==> src/rtl/risc_pkg.sv <==
// Shared types for the memory port arbiter: data access sizes and arbiter FSM states.
package risc_pkg;

  typedef enum logic [1:0] {
    SIZE_BYTE = 2'd0,
    SIZE_HALF = 2'd1,
    SIZE_WORD = 2'd2
  } op_enum_dmem_size;

  typedef enum logic [1:0] {
    IDLE   = 2'd0,
    BUSY_I = 2'd1,
    BUSY_D = 2'd2,
    RESP   = 2'd3
  } arb_state_e;

endpackage

==> src/rtl/mem_port_arb_if.sv <==
// Requester and memory-side signal bundle for mem_port_arb.
interface mem_port_arb_if #(
  parameter int AW = 32
);
  import risc_pkg::*;

  logic             if_req;
  logic [AW-1:0]    if_addr;
  logic [31:0]      if_rdata;
  logic             if_ack;
  logic             if_err;

  logic             d_req;
  logic             d_wr;
  op_enum_dmem_size d_size;
  logic             d_zero_ex;
  logic [AW-1:0]    d_addr;
  logic [31:0]      d_wdata;
  logic [31:0]      d_rdata;
  logic             d_ack;
  logic             d_err;

  logic             m_req;
  logic             m_wr;
  logic [3:0]       m_be;
  logic [AW-1:0]    m_addr;
  logic [31:0]      m_wdata;
  logic [31:0]      m_rdata;
  logic             m_ack;

  modport slave (
    input  if_req, if_addr,
    output if_rdata, if_ack, if_err,
    input  d_req, d_wr, d_size, d_zero_ex, d_addr, d_wdata,
    output d_rdata, d_ack, d_err,
    output m_req, m_wr, m_be, m_addr, m_wdata,
    input  m_rdata, m_ack
  );

  modport master (
    output if_req, if_addr,
    input  if_rdata, if_ack, if_err,
    output d_req, d_wr, d_size, d_zero_ex, d_addr, d_wdata,
    input  d_rdata, d_ack, d_err,
    input  m_req, m_wr, m_be, m_addr, m_wdata,
    output m_rdata, m_ack
  );

endinterface

==> src/rtl/mem_lane_align.sv <==
// Byte-lane steering: write enables/replication on the request side,
// lane extraction and sign/zero extension on the response side.
module mem_lane_align
  import risc_pkg::*;
(
  input  op_enum_dmem_size req_size,
  input  logic             req_fetch,
  input  logic [1:0]       req_addr_lo,
  input  logic [31:0]      req_wdata,
  output logic [3:0]       be,
  output logic [31:0]      wdata,
  output logic             misalign,

  input  op_enum_dmem_size rsp_size,
  input  logic [1:0]       rsp_addr_lo,
  input  logic             rsp_zero_ex,
  input  logic [31:0]      rsp_rdata,
  output logic [31:0]      rdata
);

  logic [31:0] lane;

  always_comb begin
    be       = 4'b1111;
    wdata    = req_wdata;
    misalign = (req_addr_lo != 2'b00);
    if (!req_fetch) begin
      case (req_size)
        SIZE_BYTE: begin
          be       = 4'b0001 << req_addr_lo;
          wdata    = {4{req_wdata[7:0]}};
          misalign = 1'b0;
        end
        SIZE_HALF: begin
          be       = 4'b0011 << req_addr_lo;
          wdata    = {2{req_wdata[15:0]}};
          misalign = req_addr_lo[0];
        end
        default: ;
      endcase
    end
  end

  assign lane = rsp_rdata >> {rsp_addr_lo, 3'b000};

  always_comb begin
    case (rsp_size)
      SIZE_BYTE: rdata = {{24{~rsp_zero_ex & lane[7]}}, lane[7:0]};
      SIZE_HALF: rdata = {{16{~rsp_zero_ex & lane[15]}}, lane[15:0]};
      default:   rdata = rsp_rdata;
    endcase
  end

endmodule

==> src/rtl/mem_port_arb.sv <==
// Arbitrates an instruction-fetch and a data requester onto one memory port,
// data first, with alignment checking and a per-transaction watchdog.
//
//   state  | meaning
//   IDLE   | waiting for a request; data wins over fetch
//   BUSY_I | fetch issued on m_req, waiting for m_ack or watchdog
//   BUSY_D | data access issued on m_req, waiting for m_ack or watchdog
//   RESP   | one-cycle ack (and err) pulse to the granted requester
module mem_port_arb
  import risc_pkg::*;
#(
  parameter int AW      = 32,
  parameter int TIMEOUT = 15
) (
  input logic           clk,
  input logic           rst,
  mem_port_arb_if.slave bus
);

  localparam int WDW = $clog2(TIMEOUT + 1);

  arb_state_e       state, state_nxt;
  op_enum_dmem_size lat_size;
  logic             lat_zero_ex;
  logic [1:0]       lat_addr_lo;
  logic [WDW-1:0]   wd_cnt;

  op_enum_dmem_size req_size;
  logic             req_fetch;
  logic [AW-1:0]    req_addr;
  logic [3:0]       req_be;
  logic [31:0]      req_wdata;
  logic [31:0]      rsp_rdata;
  logic             misalign;
  logic             grant, issue, done, fail, resp_d, busy;

  assign req_fetch = ~bus.d_req;
  assign req_size  = bus.d_req ? bus.d_size : SIZE_WORD;
  assign req_addr  = bus.d_req ? bus.d_addr : bus.if_addr;
  assign busy      = (state == BUSY_I) || (state == BUSY_D);

  mem_lane_align u_align (
    .req_size    (req_size),
    .req_fetch   (req_fetch),
    .req_addr_lo (req_addr[1:0]),
    .req_wdata   (bus.d_wdata),
    .be          (req_be),
    .wdata       (req_wdata),
    .misalign    (misalign),
    .rsp_size    (lat_size),
    .rsp_addr_lo (lat_addr_lo),
    .rsp_zero_ex (lat_zero_ex),
    .rsp_rdata   (bus.m_rdata),
    .rdata       (rsp_rdata)
  );

  always_comb begin
    state_nxt = state;
    grant     = 1'b0;
    issue     = 1'b0;
    done      = 1'b0;
    fail      = 1'b0;
    resp_d    = (state == BUSY_D);
    case (state)
      IDLE: begin
        if (bus.d_req || bus.if_req) begin
          grant  = 1'b1;
          resp_d = bus.d_req;
          if (misalign) begin
            fail      = 1'b1;
            state_nxt = RESP;
          end else begin
            issue     = 1'b1;
            state_nxt = bus.d_req ? BUSY_D : BUSY_I;
          end
        end
      end
      BUSY_I, BUSY_D: begin
        // m_ack is tested first so an ack on the last watchdog cycle still succeeds
        if (bus.m_ack) begin
          done      = 1'b1;
          state_nxt = RESP;
        end else if (wd_cnt == WDW'(TIMEOUT - 1)) begin
          fail      = 1'b1;
          state_nxt = RESP;
        end
      end
      default: state_nxt = IDLE;
    endcase
  end

  always_ff @(posedge clk or posedge rst) begin
    if (rst) begin
      state        <= IDLE;
      lat_size     <= SIZE_WORD;
      lat_zero_ex  <= 1'b0;
      lat_addr_lo  <= 2'b00;
      wd_cnt       <= '0;
      bus.m_req    <= 1'b0;
      bus.m_wr     <= 1'b0;
      bus.m_be     <= '0;
      bus.m_addr   <= '0;
      bus.m_wdata  <= '0;
      bus.if_ack   <= 1'b0;
      bus.if_err   <= 1'b0;
      bus.if_rdata <= '0;
      bus.d_ack    <= 1'b0;
      bus.d_err    <= 1'b0;
      bus.d_rdata  <= '0;
    end else begin
      state      <= state_nxt;
      bus.if_ack <= 1'b0;
      bus.if_err <= 1'b0;
      bus.d_ack  <= 1'b0;
      bus.d_err  <= 1'b0;

      if (grant) begin
        lat_size    <= req_size;
        lat_zero_ex <= bus.d_zero_ex;
        lat_addr_lo <= req_addr[1:0];
        wd_cnt      <= '0;
      end else if (busy && !bus.m_ack) begin
        wd_cnt <= wd_cnt + WDW'(1);
      end

      if (issue) begin
        bus.m_req   <= 1'b1;
        bus.m_wr    <= bus.d_req & bus.d_wr;
        bus.m_be    <= req_be;
        bus.m_addr  <= {req_addr[AW-1:2], 2'b00};
        bus.m_wdata <= req_wdata;
      end

      if (done || fail) begin
        bus.m_req <= 1'b0;
        bus.m_wr  <= 1'b0;
        if (resp_d) begin
          bus.d_ack <= 1'b1;
          bus.d_err <= fail;
        end else begin
          bus.if_ack <= 1'b1;
          bus.if_err <= fail;
        end
      end

      if (done) begin
        if (resp_d) bus.d_rdata  <= rsp_rdata;
        else        bus.if_rdata <= bus.m_rdata;
      end
    end
  end

endmodule

==> src/flat_wrapper.sv <==
// flat-port wrapper written by rule: the top's interface ports become plain ports
module mem_port_arb_flat import risc_pkg::*;
#(
  parameter int AW      = 32,
  parameter int TIMEOUT = 15
)
  (clk, rst, bus_if_req, bus_if_addr, bus_if_rdata, bus_if_ack, bus_if_err, bus_d_req, bus_d_wr, bus_d_size, bus_d_zero_ex, bus_d_addr, bus_d_wdata, bus_d_rdata, bus_d_ack, bus_d_err, bus_m_req, bus_m_wr, bus_m_be, bus_m_addr, bus_m_wdata, bus_m_rdata, bus_m_ack);
  mem_port_arb_if #(.AW(AW)) bus_i ();
  input logic clk;
  input logic rst;
  input wire logic [$bits(bus_i.if_req)-1:0] bus_if_req;
  input wire logic [$bits(bus_i.if_addr)-1:0] bus_if_addr;
  output wire logic [$bits(bus_i.if_rdata)-1:0] bus_if_rdata;
  output wire logic [$bits(bus_i.if_ack)-1:0] bus_if_ack;
  output wire logic [$bits(bus_i.if_err)-1:0] bus_if_err;
  input wire logic [$bits(bus_i.d_req)-1:0] bus_d_req;
  input wire logic [$bits(bus_i.d_wr)-1:0] bus_d_wr;
  input wire logic [$bits(bus_i.d_size)-1:0] bus_d_size;
  input wire logic [$bits(bus_i.d_zero_ex)-1:0] bus_d_zero_ex;
  input wire logic [$bits(bus_i.d_addr)-1:0] bus_d_addr;
  input wire logic [$bits(bus_i.d_wdata)-1:0] bus_d_wdata;
  output wire logic [$bits(bus_i.d_rdata)-1:0] bus_d_rdata;
  output wire logic [$bits(bus_i.d_ack)-1:0] bus_d_ack;
  output wire logic [$bits(bus_i.d_err)-1:0] bus_d_err;
  output wire logic [$bits(bus_i.m_req)-1:0] bus_m_req;
  output wire logic [$bits(bus_i.m_wr)-1:0] bus_m_wr;
  output wire logic [$bits(bus_i.m_be)-1:0] bus_m_be;
  output wire logic [$bits(bus_i.m_addr)-1:0] bus_m_addr;
  output wire logic [$bits(bus_i.m_wdata)-1:0] bus_m_wdata;
  input wire logic [$bits(bus_i.m_rdata)-1:0] bus_m_rdata;
  input wire logic [$bits(bus_i.m_ack)-1:0] bus_m_ack;
  assign bus_i.if_req = bus_if_req;
  assign bus_i.if_addr = bus_if_addr;
  assign bus_if_rdata = bus_i.if_rdata;
  assign bus_if_ack = bus_i.if_ack;
  assign bus_if_err = bus_i.if_err;
  assign bus_i.d_req = bus_d_req;
  assign bus_i.d_wr = bus_d_wr;
  assign bus_i.d_size = bus_d_size;
  assign bus_i.d_zero_ex = bus_d_zero_ex;
  assign bus_i.d_addr = bus_d_addr;
  assign bus_i.d_wdata = bus_d_wdata;
  assign bus_d_rdata = bus_i.d_rdata;
  assign bus_d_ack = bus_i.d_ack;
  assign bus_d_err = bus_i.d_err;
  assign bus_m_req = bus_i.m_req;
  assign bus_m_wr = bus_i.m_wr;
  assign bus_m_be = bus_i.m_be;
  assign bus_m_addr = bus_i.m_addr;
  assign bus_m_wdata = bus_i.m_wdata;
  assign bus_i.m_rdata = bus_m_rdata;
  assign bus_i.m_ack = bus_m_ack;
  mem_port_arb #(.AW(AW), .TIMEOUT(TIMEOUT)) u_core (.clk(clk), .rst(rst), .bus(bus_i));
endmodule
==> config.mk <==
export PLATFORM = sky130hd
export DESIGN_NAME = mem_port_arb_flat
export DESIGN_NICKNAME = d
export VERILOG_FILES = /design/src/rtl/risc_pkg.sv /design/src/rtl/mem_port_arb_if.sv /design/src/rtl/mem_lane_align.sv /design/src/rtl/mem_port_arb.sv /design/src/flat_wrapper.sv
export SDC_FILE = /design/constraint.sdc
export NUM_CORES = 1
export LEC_CHECK = 0
export CAP_MARGIN = 10
export CORE_MARGIN = 2
export CORE_UTILIZATION = 48
export CTS_CLUSTER_SIZE = 25
export DETAILED_ROUTE_END_ITERATION = 10
export GPL_ROUTABILITY_DRIVEN = 1
export GPL_TIMING_DRIVEN = 0
export HOLD_SLACK_MARGIN = 0.06
export PLACE_DENSITY = 0.9
export SLEW_MARGIN = 20
export SYNTH_ARGS = -nofsm -noshare
export SYNTH_HDL_FRONTEND = slang
export SYNTH_SLANG_ARGS = --single-unit
==> constraint.sdc <==
create_clock -name clk -period 9.9 [get_ports clk]
set_input_delay 0.99 -clock clk [delete_from_list [all_inputs] [get_ports clk]]
set_output_delay 0.99 -clock clk [all_outputs]
set_load 0.02 [all_outputs]
# --- Yosys cells after proc, flatten, opt, wreduce, memory -nomap -nowiden ---
# Index checks and enable logic that the tools add are counted.
word_totals:
  regBits: 147
  latch_bits: 0
  ramBits: 0
  mem_bits_ro: 0
  input_bits: 137
  out_inout_bits: 138
  elab_cells: 90
  memories: 0
classes:
  addsub: 1
  multipliers: 0
  div: 0
  order_cmp: 0
  eq_ne: 7
  shifts: 3
  mux: 43
  bitwise_logic: 5
  n_reduce_logical: 15
op_table:
  columns: ["operator", "count"]
  rows:
  - ["$pmux 32 s2", 2]
  - ["$mux 32", 2]
  - ["$shr 32x5->16", 1]
  - ["$mux 1", 26]
  - ["$mux 2", 6]
  - ["$mux 4", 3]
  - ["$pmux 4 s2", 1]
  - ["$eq 2x1->1 const B", 3]
  - ["$logic_not 2->1", 3]
  - ["$reduce_and 2->1", 3]
  - ["$reduce_bool 2->1", 3]
  - ["$add 4x1->4 const B", 1]
  - ["$eq 4x4->1 const B", 1]
  - ["$pmux 1 s2", 2]
  - ["$pmux 2 s2", 1]
  - ["$shl 1x2->4 const A", 1]
  - ["$shl 2x2->4 const A", 1]
  - ["$and 1x1->1", 3]
  - ["$logic_or 1x1->1", 3]
  - ["$ne 3x2->1 const B", 1]
  - ["$eq 2x2->1 const B", 1]
  - ["$ne 2x1->1 const B", 1]
  - ["$not 1->1", 2]
  - ["$reduce_or 2->1", 1]
  - ["2 further kinds", 2]

# --- Longest topological paths before layout ---
depth:
  ltp_word: 9
  mapped_depth: 8
  mapped_depth_nobuf: 6

# --- Cells and area by module ---
# Synthesis repeated with hierarchy kept, for this count alone.
unflattened:
  hier_cells: 605
  hier_area_um2: 7382.1
modules_own_cells:
  columns: ["module", "instances", "cells_each", "area_per_inst_um2", "seq_area_each_um2"]
  rows:
  - ["mem_port_arb", 1, 433, 6274.8, 3679.8]
  - ["mem_lane_align", 1, 172, 1107.3, 0.0]

# --- Worst setup path after synthesis ---
# OpenSTA, ideal clock, no wires.
synth_path:
  kind: "input -> register"
  startpoint: "input port bus_d_req"
  endpoint: "register u_core.bus.m_addr[10]"
  setup_time_ps: 125
  arrival_ps: 2286
  setup_slack_ps: 7489
  path_stages: 6
  cell_sequence: "or3_1 -> a21boi_4 -> a21oi_4 -> buf_8 -> buf_12 -> mux2_4"
synth_between:
  elab_chain_cells: 7
  word_cells_on_any_way: 11
  cone_classes: "eq/ne (1); mux (7); reduce/logical (3)"
synth_rtl:
  columns: ["element", "line", "text"]
  rows:
  - ["start, declared", "flat_wrapper.sv:16", "input wire logic [$bits(bus_i.d_req)-1:0] bus_d_req;"]
  - ["$mux 2 / $mux 32 (equally long branches)", "mem_port_arb.sv:38, mem_port_arb.sv:39", null]
  - ["$eq 2x1->1, or another cell as far along", "mem_lane_align.sv:28", "case (req_size)"]
  - ["$pmux 1 s2", "mem_lane_align.sv:28", null]
  - ["$mux 1", "mem_lane_align.sv:27", "if (!req_fetch) begin"]
  - ["$mux 1", "mem_port_arb.sv:69", "if (misalign) begin"]
  - ["$mux 1", "mem_port_arb.sv:66", "if (bus.d_req || bus.if_req) begin"]
  - ["$mux 1", "mem_port_arb.sv:64", "case (state)"]
  - ["end signal, assigned", "mem_port_arb.sv:130", "bus.m_addr <= {req_addr[AW-1:2], 2'b00};"]
  - ["end, declared", "mem_port_arb_if.sv:36", "output m_req, m_wr, m_be, m_addr, m_wdata,"]
# Several ways; a longest one is shown, not always the timed one.
# A chain may end at the register's enable or synchronous reset.

# --- Worst setup path in the final report ---
layout_path:
  startpoint: "input port bus_d_req"
  endpoint: "register u_core.bus.m_wdata[8]"
layout_between:
  elab_chain_cells: 7
  word_cells_on_any_way: 13
  cone_classes: "eq/ne (1); mux (9); reduce/logical (3)"
layout_rtl:
  columns: ["element", "line", "text"]
  rows:
  - ["$mux 2 / $mux 32 (equally long branches)", "mem_port_arb.sv:38, mem_port_arb.sv:39", null]
  - ["$eq 2x1->1, or another cell as far along", "mem_lane_align.sv:28", null]
  - ["$pmux 1 s2", "mem_lane_align.sv:28", null]
  - ["$mux 1", "mem_lane_align.sv:27", null]
  - ["$mux 1", "mem_port_arb.sv:69", null]
  - ["$mux 1", "mem_port_arb.sv:66", null]
  - ["$mux 1", "mem_port_arb.sv:64", null]
  - ["end signal, assigned", "mem_port_arb.sv:131", "bus.m_wdata <= req_wdata;"]
  - ["end, declared", "mem_port_arb_if.sv:36", null]
# Several ways; a longest one is shown, not always the timed one.

==> results.json <==
{
  "die_y_um": 128,
  "cts_hold_buffers": 0,
  "finalCriticalPeriod_ps": 2900,
  "ys_seq_area_share_pct": 49.8,
  "whs_ps": 482,
  "syn_area_per_cell_um2": 11.7,
  "antenna_found_initial": 0,
  "finalWeightedCongestion": 0.898,
  "dpl.hpwl_mm": 16.6,
  "setup_violations": 0,
  "crit_fanout": 10,
  "hp-class": "register to register",
  "required_ps": 10210,
  "grt_start_max_net_pins": 86,
  "synth_area_leaders": "dfrtp_1 (49%), mux2_4 (10%), mux2_2 (5.8%), mux2_1 (5.6%), mux2i_1 (3.8%)",
  "synthSimpleGateAreaFrac_pct": 9.72,
  "num_io_pins": 275,
  "startpoint_type": "primary input",
  "post_drt_wl_per_cell_um": 19.8,
  "clkLatencyLatePin_ps": 420,
  "synthXorXnorAreaFrac_pct": 0.356,
  "cp_data_arrival_time_ps": 3210,
  "fmax_mhz": 345,
  "antennaDiodeCount": 0,
  "synth_adder_area_share_pct": 0.847,
  "cts_resized": 0,
  "synth_area_leader_cell": "dfrtp_1",
  "yosys-top-cells-count": "dfrtp_1 (146), nand2_1 (71), mux2_4 (50)",
  "crit_path_end_kind": "register",
  "cap_viol_max_count": 0,
  "overflow": 0,
  "power.leakage_nw": 4.75,
  "synth_top_family_by_area": "multiplexers",
  "peakVddDrop_v": 0.000191,
  "fin_nets": 1063,
  "final-max-slew-violation-count": 0,
  "grtUsageTotal_pct": 27.6,
  "status": "finished clean",
  "drt-pass1-iter-count": 5,
  "die_area_um2": 16400,
  "post-cts-setup-buffer-count": 0,
  "cts_max_level": 4,
  "cts_buffers": 17,
  "ant_nets": 0,
  "muxShareOfSynthArea_pct": 25.6,
  "avgViaCountPerCell": 5.55,
  "worst_pin_slew_ps": 844,
  "grt_pass1_wl_mm": 34.5,
  "drc": 0,
  "cts_root_buf": "clkbuf_16",
  "initial_core_util_pct": 48.8,
  "synth_ff_type": "dfrtp_1",
  "maxSlewHeadroom_pct": 43.5,
  "synth.top_cell.area_share_pct": 49.4,
  "path_class": "primary input to register",
  "power.density_nw_per_um2": 323,
  "post-route-period-util_pct": 29.3,
  "area.growth.synth_to_final_pct": 47.8,
  "synth_edf_count": 0,
  "r2r_setup_slack_ps": 7620,
  "synth_seq_cells": 147,
  "syn_area_um2": 7390,
  "die_w_um": 128,
  "rsz0062_at_grt": "no",
  "port-buffer-count": 271,
  "nFillCells": 1021,
  "first_iter_violations": 483,
  "hold_viol_final": 0,
  "clk_pin_slew_ps": 60,
  "routed_wirelength_mm": 22.2,
  "power_mw": 3.53,
  "synth_most_common_cell": "dfrtp_1",
  "setup-tns-final_ps": 0,
  "syn_inst": 629,
  "yosys_warnings": 0,
  "synth_compound_area_share_pct": 8.79,
  "cts_tree": "yes",
  "async_flop_share_pct": 100,
  "first_global_vias": 6283,
  "rows": 45,
  "cts_sinks": 147,
  "ys_types": 58,
  "via_count": 6227,
  "layout-drive-gt1-share_pct": 16.2,
  "clk_path_buf_depth": 2,
  "clock_skew_ps": 7.47,
  "core_area_um2": 15100
}
## area by class of cell
cell class,instances,area (um2),area share (%)
flip-flops and latches,147,3680,33.7
multi-input cells,422,3350,30.7
repair buffers,272,2740,25.1
clock buffers,17,425,3.89
plain buffers,45,299,2.74
well taps,188,235,2.15
clock inverters,15,123,1.12
inverters,16,67.6,0.619
## metrics by stage
stage	setup slack, ps	cell area, um2	std cells	utilization (%)
3_3_place_gp	2960	10300	1089	68.3
5_1_grt	6880	10900	1122	72.1
2_1_floorplan	4960	7390	630	-
3_5_place_dp	6530	10400	1090	68.5
4_1_cts	6970	10900	1122	72.1
6_report	7000	10900	1122	72.1
## report_power, final
part | total [mW] | switching, mW | internal (mW)
sequential | 1.07 | 0.172 | 0.899
combinational | 1.85 | 0.927 | 0.928
clock | 0.602 | 0.276 | 0.327
## placed cells by master, fill, tap and decap left out, types with 14 or more instances in the layout
cell type / n
nand3_1: 34
nand2_1: 71
inv_1: 14
o22ai_1: 17
clkbuf_16: 17
mux2_1: 37
mux2_4: 50
mux2_2: 38
a21oi_1: 17
nor2_1: 32
mux2i_1: 28
a22oi_1: 14
o21ai_0: 16
clkbuf_1: 25
clkdlybuf4s50_1: 271
dfrtp_1: 146
## registers in the layout, summed over array words and instances, names as in the netlist, 4 cells and up
name	count
u_core.bus.d_rdata	32
u_core.bus.if_rdata	32
u_core.bus.m_addr	30
u_core.bus.m_be	4
u_core.bus.m_wdata	32
u_core.wd_cnt	4
## kinds of logic (layout without fill, tap and decap cells)
group / count (synthesis) / in the layout
adders and majority gates: 5 / 5
xor gates and xnor gates: 3 / 3
AOI/OAI and AO/OA: 98 / 98
muxes: 154 / 154
and+or+nand+nor: 160 / 160
buffers and inverters: 61 / 365
DFF: 147 / 147
other: 1 / 2
## metal layers
metal | up-vias | wire length, um | track usage (%)
li1 | 2813 | - | -
met1 | 3010 | 8700 | 33.2
met2 | 350 | 10800 | 46.2
met3 | 52 | 1760 | 7.18
met4 | 2 | 935 | 13.7
met5 | - | 20 | 0
## path summary, 6_finish.rpt
| check | from | depth (start not counted) | to |
|---|---|---|---|
| max | bus_d_req | 5 | u_core.bus.m_wdata[8]$_DFFE_PP0P_ |
| min | u_core.bus.if_rdata[15]$_DFFE_PP0P_ | 1 | u_core.bus.if_rdata[15]$_DFFE_PP0P_ |
| max reg2reg | u_core.state[0]$_DFFE_PP0P_ | 8 | u_core.bus.d_rdata[8]$_DFFE_PP0P_ |
| min reg2reg | u_core.bus.if_rdata[15]$_DFFE_PP0P_ | 1 | u_core.bus.if_rdata[15]$_DFFE_PP0P_ |
| max in group asynchronous | rst | 3 | u_core.lat_size[1]$_DFFE_PP1P_ |
| min in group asynchronous | rst | 2 | u_core.bus.if_rdata[20]$_DFFE_PP0P_ |
## worst max-delay path, cell delays in order
cell and delay [ps]:
clkdlybuf4s50_1 570, buf_4 250, nor3b_2 720, mux2_2 420
mux2_4 260
No activity file was read; power rests on OpenSTA's default activity.
